--- src/rtl/swan_bus_pkg.sv ---
// Shared types and default phase timing for the WonderSwan cartridge bus master.
package swan_bus_pkg;

  localparam int unsigned DEF_SETUP_CYCLES  = 2;
  localparam int unsigned DEF_STROBE_CYCLES = 4;
  localparam int unsigned DEF_HOLD_CYCLES   = 2;

  localparam int unsigned ADDR_LO_W = 9;
  localparam int unsigned ADDR_HI_W = 4;
  localparam int unsigned DATA_W    = 16;

  typedef enum logic [1:0] {
    ST_IDLE   = 2'd0,
    ST_SETUP  = 2'd1,
    ST_STROBE = 2'd2,
    ST_HOLD   = 2'd3
  } state_e;

  typedef struct packed {
    logic                 write;
    logic                 io;
    logic [ADDR_LO_W-1:0] addr_lo;
    logic [ADDR_HI_W-1:0] addr_hi;
    logic [DATA_W-1:0]    wdata;
  } swan_cmd_t;

  // Largest of the three phase lengths; sizes the shared down-counter.
  function automatic int unsigned max3(input int unsigned a, input int unsigned b,
                                       input int unsigned c);
    int unsigned m;
    m = (a > b) ? a : b;
    return (m > c) ? m : c;
  endfunction

endpackage

--- src/rtl/swan_bus_master.sv ---
// Host-side initiator for the WonderSwan cartridge bus with programmable
// setup/strobe/hold phases and a single-cycle read response.
module swan_bus_master
  import swan_bus_pkg::*;
#(
  parameter int unsigned SETUP_CYCLES  = DEF_SETUP_CYCLES,
  parameter int unsigned STROBE_CYCLES = DEF_STROBE_CYCLES,
  parameter int unsigned HOLD_CYCLES   = DEF_HOLD_CYCLES
) (
  input  logic                 clk,
  input  logic                 rst,
  input  logic                 enable,
  input  logic                 cmd_valid,
  output logic                 cmd_ready,
  input  logic                 cmd_write,
  input  logic                 cmd_io,
  input  logic [ADDR_LO_W-1:0] cmd_addr_lo,
  input  logic [ADDR_HI_W-1:0] cmd_addr_hi,
  input  logic [DATA_W-1:0]    cmd_wdata,
  output logic                 rsp_valid,
  output logic [DATA_W-1:0]    rsp_rdata,
  output logic                 nSel,
  output logic                 nOE,
  output logic                 nWE,
  output logic                 nIO,
  output logic [ADDR_LO_W-1:0] AddrLo,
  output logic [ADDR_HI_W-1:0] AddrHi,
  output logic [DATA_W-1:0]    DataOut,
  output logic                 DataOe,
  input  logic [DATA_W-1:0]    DataIn
);

  localparam int unsigned MAX_CYCLES = max3(SETUP_CYCLES, STROBE_CYCLES, HOLD_CYCLES);
  localparam int unsigned CNT_W      = $clog2(MAX_CYCLES + 1);

  state_e           state, state_nxt;
  logic [CNT_W-1:0] cnt, cnt_nxt;
  swan_cmd_t        cmd_q, cmd_nxt;

  logic              cmd_ready_nxt, rsp_valid_nxt;
  logic [DATA_W-1:0] rsp_rdata_nxt, data_out_nxt;
  logic              nsel_nxt, noe_nxt, nwe_nxt, nio_nxt, data_oe_nxt;

  logic cnt_done;
  assign cnt_done = (cnt == '0);

  // Address pins are the latched command fields, so they hold until the next accept.
  assign AddrLo = cmd_q.addr_lo;
  assign AddrHi = cmd_q.addr_hi;

  // State and registered-output update; reset returns every strobe to idle.
  always_ff @(posedge clk) begin
    if (rst) begin
      state     <= ST_IDLE;
      cnt       <= '0;
      cmd_q     <= '0;
      cmd_ready <= 1'b1;
      rsp_valid <= 1'b0;
      rsp_rdata <= '0;
      nSel      <= 1'b1;
      nOE       <= 1'b1;
      nWE       <= 1'b1;
      nIO       <= 1'b1;
      DataOut   <= '0;
      DataOe    <= 1'b0;
    end else begin
      state     <= state_nxt;
      cnt       <= cnt_nxt;
      cmd_q     <= cmd_nxt;
      cmd_ready <= cmd_ready_nxt;
      rsp_valid <= rsp_valid_nxt;
      rsp_rdata <= rsp_rdata_nxt;
      nSel      <= nsel_nxt;
      nOE       <= noe_nxt;
      nWE       <= nwe_nxt;
      nIO       <= nio_nxt;
      DataOut   <= data_out_nxt;
      DataOe    <= data_oe_nxt;
    end
  end

  // Phase sequencing and next values of every bus-facing register.
  always_comb begin
    state_nxt     = state;
    cnt_nxt       = cnt;
    cmd_nxt       = cmd_q;
    cmd_ready_nxt = cmd_ready;
    rsp_valid_nxt = 1'b0;
    rsp_rdata_nxt = rsp_rdata;
    nsel_nxt      = nSel;
    noe_nxt       = nOE;
    nwe_nxt       = nWE;
    nio_nxt       = nIO;
    data_out_nxt  = DataOut;
    data_oe_nxt   = DataOe;

    unique case (state)
      ST_IDLE: begin
        nsel_nxt = ~enable;
        if (cmd_valid && cmd_ready) begin
          cmd_nxt.write   = cmd_write;
          cmd_nxt.io      = cmd_io;
          cmd_nxt.addr_lo = cmd_addr_lo;
          cmd_nxt.addr_hi = cmd_addr_hi;
          cmd_nxt.wdata   = cmd_wdata;
          cnt_nxt         = CNT_W'(SETUP_CYCLES);
          cmd_ready_nxt   = 1'b0;
          state_nxt       = ST_SETUP;
        end
      end

      ST_SETUP: begin
        if (cnt_done) begin
          noe_nxt   = cmd_q.write;
          nwe_nxt   = ~cmd_q.write;
          nio_nxt   = ~cmd_q.io;
          if (cmd_q.write) begin
            data_oe_nxt  = 1'b1;
            data_out_nxt = cmd_q.wdata;
          end
          cnt_nxt   = CNT_W'(STROBE_CYCLES - 1);
          state_nxt = ST_STROBE;
        end else begin
          cnt_nxt = cnt - CNT_W'(1);
        end
      end

      ST_STROBE: begin
        if (cnt_done) begin
          noe_nxt = 1'b1;
          nwe_nxt = 1'b1;
          if (!cmd_q.write) begin
            rsp_rdata_nxt = DataIn;
          end
          cnt_nxt   = CNT_W'(HOLD_CYCLES - 1);
          state_nxt = ST_HOLD;
        end else begin
          cnt_nxt = cnt - CNT_W'(1);
        end
      end

      ST_HOLD: begin
        if (cnt_done) begin
          nio_nxt       = 1'b1;
          data_oe_nxt   = 1'b0;
          rsp_valid_nxt = ~cmd_q.write;
          cmd_ready_nxt = 1'b1;
          state_nxt     = ST_IDLE;
        end else begin
          cnt_nxt = cnt - CNT_W'(1);
        end
      end

      default: begin
        state_nxt = ST_IDLE;
      end
    endcase
  end

endmodule

--- config.mk ---
export PLATFORM = sky130hd
export DESIGN_NAME = swan_bus_master
export DESIGN_NICKNAME = d
export VERILOG_FILES = /design/src/rtl/swan_bus_pkg.sv /design/src/rtl/swan_bus_master.sv
export SDC_FILE = /design/constraint.sdc
export NUM_CORES = 1
export LEC_CHECK = 0
export ABC_AREA = 1
export ABC_CLOCK_PERIOD_IN_PS = 2530
export CAP_MARGIN = 10
export CORE_MARGIN = 2
export CORE_UTILIZATION = 40
export CTS_CLUSTER_DIAMETER = 50
export DETAILED_ROUTE_END_ITERATION = 16
export PLACE_DENSITY = 0.72
export SLEW_MARGIN = 20
export SYNTH_ARGS = -nofsm -noshare
export SYNTH_HDL_FRONTEND = slang
export SYNTH_SLANG_ARGS = --single-unit
--- constraint.sdc ---
create_clock -name clk -period 2.53 [get_ports clk]
set_input_delay 0.253 -clock clk [delete_from_list [all_inputs] [get_ports clk]]
set_output_delay 0.253 -clock clk [all_outputs]
set_load 0.02 [all_outputs]
# Word level (Yosys, flattened, before mapping)
# Cells that the tools add are included.
# word_totals
reg_bits	75
inputBits	51
output_inout_bits	52
wordCells	70
# op_classes
add_sub_neg	1
eq_ne	9
mux	23
bitwise_logic	5
reduce_logical	16
# op_table
op	n
AND reduction 3 bit	5
2-to-1 mux 3 bit	4
!= test 2 bit, second input constant	6
one-hot mux 3 bit (4 select lines)	1
one-hot mux 1 bit (2 select lines)	5
2-to-1 mux 1 bit	8
2-to-1 mux 2 bit	4
one-hot mux 2 bit (4 select lines)	1
AND reduction 4 bit	2
nonzero test 2 bit	3
inverter 1 bit	5
== test 2 bit, second input constant	2
AND reduction 2 bit	2
zero test 3 bit	1
OR reduction 3 bit	1
subtractor 3 x 1 -> 3 bit, second input constant	1
== test 2 x 1 -> 1 bit, second input constant	1
zero test 2 bit	1
logical AND 1 bit	1

# Depth between registers and ports, before layout
# depth
word_depth	3
ltp_mapped	9
ltp_nobuf	9

# Worst setup path after synthesis
# OpenSTA, ideal clock, no wires.
# synth_timing
path_type	register -> register
from	register cnt[0]
to	register rsp_rdata[10]
setup_time_ns	0.116
arrival_ns	1.253
t_required_ns	2.414
path_slack_ns	1.161
path_stages_with_launch	9
n_path_buf	1
synth_period_minus_slack_ns	1.369
cell_sequence	dfxtp_1 -> inv_1 -> ha_1 -> nand3_2 -> nor2_4 -> inv_4 -> buf_6 -> nor2_1 -> nor2_1
# synth_via
elab_chain_cells	2
# synth_lines
item	line_no	rtl
start: declaration	swan_bus_master.sv:37	logic [CNT_W-1:0] cnt, cnt_nxt;
start signal: assignment	swan_bus_master.sv:68	cnt <= cnt_nxt;
zero test 3 bit	swan_bus_master.sv:45	assign cnt_done = (cnt == '0);
AND reduction 3 bit (no line)	--	
end signal: assignment	swan_bus_master.sv:72	rsp_rdata <= rsp_rdata_nxt;
end: declaration	swan_bus_master.sv:21	output logic [DATA_W-1:0] rsp_rdata,
# No other way between the ends.
# A chain may end at the register's enable or synchronous reset.

# Worst setup path in the final report
# layout_timing
from	register state[1]
to	register cmd_q (netlist bit AddrHi[2])
# layout_via
elab_chain_cells	2
# layout_lines
item	line_no	rtl
start: declaration	swan_bus_master.sv:36	state_e state, state_nxt;
start signal: assignment	swan_bus_master.sv:67	state <= state_nxt;
zero test 2 bit	swan_bus_master.sv:97	unique case (state)
AND reduction 2 bit (no line)	--	
end signal: assignment	swan_bus_master.sv:69	cmd_q <= cmd_nxt;
end: declaration	swan_bus_master.sv:38	swan_cmd_t cmd_q, cmd_nxt;
# No other way between the ends.

==> results.md <==
- Drt total wl: 6680 um
- YS warnings: 0
- Design Power: 4.194 mW
- Die height: 90.08 um
- Switching pwr: 1.487 mW
- Worst clock skew: 8.698 ps
- Final HPWL DP: 4712 um
- Max cap viols: 0
- Layout area overhead: 40.78%
- Number of buffers added on ports: 102
- TritonCTS buffer count: 9
- Crit path time final: 1878 ps
- Filler cells: 669
- DRC violations left: 0
- Final hold vios: 0
- GRT Total Usage: 0.1722
- Share of total power in combinational logic: 0.375
- Root Driver: clkbuf_8
- Clock group share of total power: 0.238
- Hold-fix buffers, CTS: 0
- Yosys top cell area share: 0.5065
- Hold path start: AddrLo[4]
- Yosys reg bits: 75
- Endpoint type of the worst setup path: flip-flop
- Wire per inst: 12.19 um
- Avg Synthesized Cell Area: 8.280 sq um
- Routed via count: 2564
- Pre-antenna DRT Iters: 4
- Routed Antenna Nets: 0
- CTS resizes: 0
- Worst-path clk slew: 80 ps
- # IOs: 103
- CP arrival: 2110 ps
- Commonest non-fill, non-tap cell in the layout: clkdlybuf4s50_1
- CP Max Fanout: 34
- Internal power: 2.707 mW
- Gr busiest metal: met2
- Htree depth: 3
- Total core area: 7214 sq um
- Run status: complete, no violations
- Worst setup SP type: flip-flop
- Row count: 31
- Synth Cell Area: 2964 sq um
- Critical path type: flip-flop to flip-flop
- Postcts setup bufs: 0
- Fin crit share: 0.7424
- Distinct cell type count after synthesis: 24
- Worst-margin pin slew: 558.6 ps
- Initial core utilization: 0.4109
- Top cells by area, synth: dfxtp_1 (51%), o21ai_0 (11%), a21oi_1 (6.8%)
- Reg-to-Reg Start: state[1]
- Layout cells sized above 1: 0.08241
- Final Core Density: 0.5784
- Setup tns final: 0 ps
- CTS tree: done
- Worst reg2reg path depth: 6
- Post-route cell area: 4173 sq um
- Clk_lat worst skew: 340 ps
- Reg2reg end: AddrHi[2]
- RSZ-0062 raised after global routing: no
- Hold depth: 2
- CP startpoint: state[1]
- Detailed Route Iter0 Violations: 81
- Syn Nets: 416
- Most frequent cells in the layout: clkdlybuf4s50_1 (102), dfxtp_1 (75), o21ai_0 (67), inv_1 (46), a21oi_1 (40)
- CP Data Required Time: 2760 ps
- Net Sw Frac: 0.3545
- Longest Clk Path Bufs: 2
- Worst slew margin: 0.6272
- Die area: 8114 sq um
- Met2 Usage GRT: 0.2807
- Slew Limit Fails: 0
- Number of setup violations in the final report: 0
- Worst VDD drop: 406.6 uV
- CTS sink cnt: 75
- Worst min path class: flip-flop to flip-flop
- Largest net degree at the start of global routing: 38
- Largest area contributor in the netlist: dfxtp_1
- First-pass GRT wire length: 11540 um
- Vias/cell: 4.679
- Hold Crit Endpoint: AddrLo[4]
- Synth Instances: 358
- Met3 global-route usage: 0.05281
- Die W: 90.08 um
- M1 GR Usage: 0.2077
- Final net count: 502
- Cell Area, Placed: 3956 sq um
- GP Congestion: 0.8006
- Ant diodes: 0
- Reg-to-reg slack, setup: 650 ps
- Fmax: 532.4 MHz
- Power Dens Cells: 1005 nW/um^2
- Vias in the first global route: 2553
- Sequential area share after synthesis: 0.5065
- Flop pwr share: 0.387
- LEAKAGE: 1.641 nW
- Total gr overflow: 0
- Initial antenna violation count: 0
[Yosys cell counts]
| master | count |
|---|---|
| buf_1 | 1 |
| o2111ai_1 | 1 |
| buf_4 | 14 |
| nand3_4 | 1 |
| nor2_4 | 2 |
| inv_2 | 1 |
| buf_2 | 1 |
| nand2_1 | 18 |
| dfxtp_1 | 75 |
| inv_4 | 1 |
| clkbuf_1 | 11 |
| inv_1 | 47 |
| nand3_2 | 1 |
| a21oi_1 | 40 |
| o21ai_1 | 4 |
| o211ai_1 | 1 |
| nor3_1 | 1 |
| a21oi_2 | 11 |
| nand3_1 | 9 |
| nor2_1 | 39 |
| o22ai_1 | 1 |
| o21ai_0 | 67 |
| ha_1 | 7 |
| buf_6 | 4 |
[final cells by class]
| cell class | count | area, sq um | area share |
|---|---|---|---|
| Clock buffer | 10 | 127.6 | 0.03058 |
| Timing Repair Buffer | 106 | 1064 | 0.2549 |
| Inverter | 49 | 186.4 | 0.04468 |
| Clock inverter | 6 | 88.84 | 0.02129 |
| Multi-Input combinational cell | 203 | 1081 | 0.2591 |
| Sequential cell | 75 | 1501 | 0.3598 |
| Tap cell | 99 | 123.9 | 0.02969 |
[worst max path at each step]
stage,endpoint,slack [ps],cells after the start
floorplan,rsp_rdata[10],1160,8
global placement,cmd_q[30],640,5
detailed placement,AddrHi[2],560,5
CTS,AddrHi[2],640,6
global route,AddrLo[6],430,6
finish,AddrHi[2],650,6
[layer usage]
metal | up-vias | wire, um | part of all wire
met5 | - | 0 | 0
met4 | 0 | 138 | 0.021
met3 | 13 | 487 | 0.073
met2 | 81 | 3048 | 0.46
met1 | 1151 | 3005 | 0.45
li1 | 1319 | - | -
[registers in the layout, summed over array words and instances (netlist names)]
name	flops
nIO	1
cmd_q	18
nSel	1
rsp_rdata	16
cmd_ready	1
DataOe	1
DataOut	16
AddrHi	4
nWE	1
AddrLo	9
cnt	3
nOE	1
rsp_valid	1
state	2
[power groups by stage]
| stage | logic [mW] | clock network, mW | registers (mW) |
|---|---|---|---|
| final | 1.57 | 0.998 | 1.62 |
| after global routing | 1.75 | 1.07 | 1.66 |
| after CTS | 1.59 | 1.03 | 1.63 |
| after detailed placement | 1.58 | 0 | 1.65 |
| after global placement | 1.55 | 0 | 1.64 |
| after floorplan | 0.898 | 0 | 1.79 |
[critical path: stages (launching register included)]
cell and delay (ps):
dfxtp_1 340, inv_1 120, ha_1 240, nand3_2 460
buf_12 360, o21ai_0 170, a21oi_1 60
[stage by stage]
| step | hold WS [ps] | std cells | worst slack, ps |
|---|---|---|---|
| floorplan | 315.4 | 358 | 1161 |
| global placement | 430.9 | 532 | 642.7 |
| detailed placement | 434.3 | 532 | 556.5 |
| CTS | 445.8 | 548 | 635.0 |
| global route | 467.5 | 548 | 428.6 |
| finish | 443.8 | 548 | 651.8 |
[logic make-up (layout without fill, tap and decap cells)]
logic type / after synthesis / in the layout / share of synthesized area
simple gates: 71 / 71 / 0.1059
buf+inv: 80 / 171 / 0.1304
flops: 75 / 75 / 0.5065
fa+ha+maj: 7 / 7 / 0.02955
compound gates: 125 / 125 / 0.2275
(Power assumes the default switching activity.)
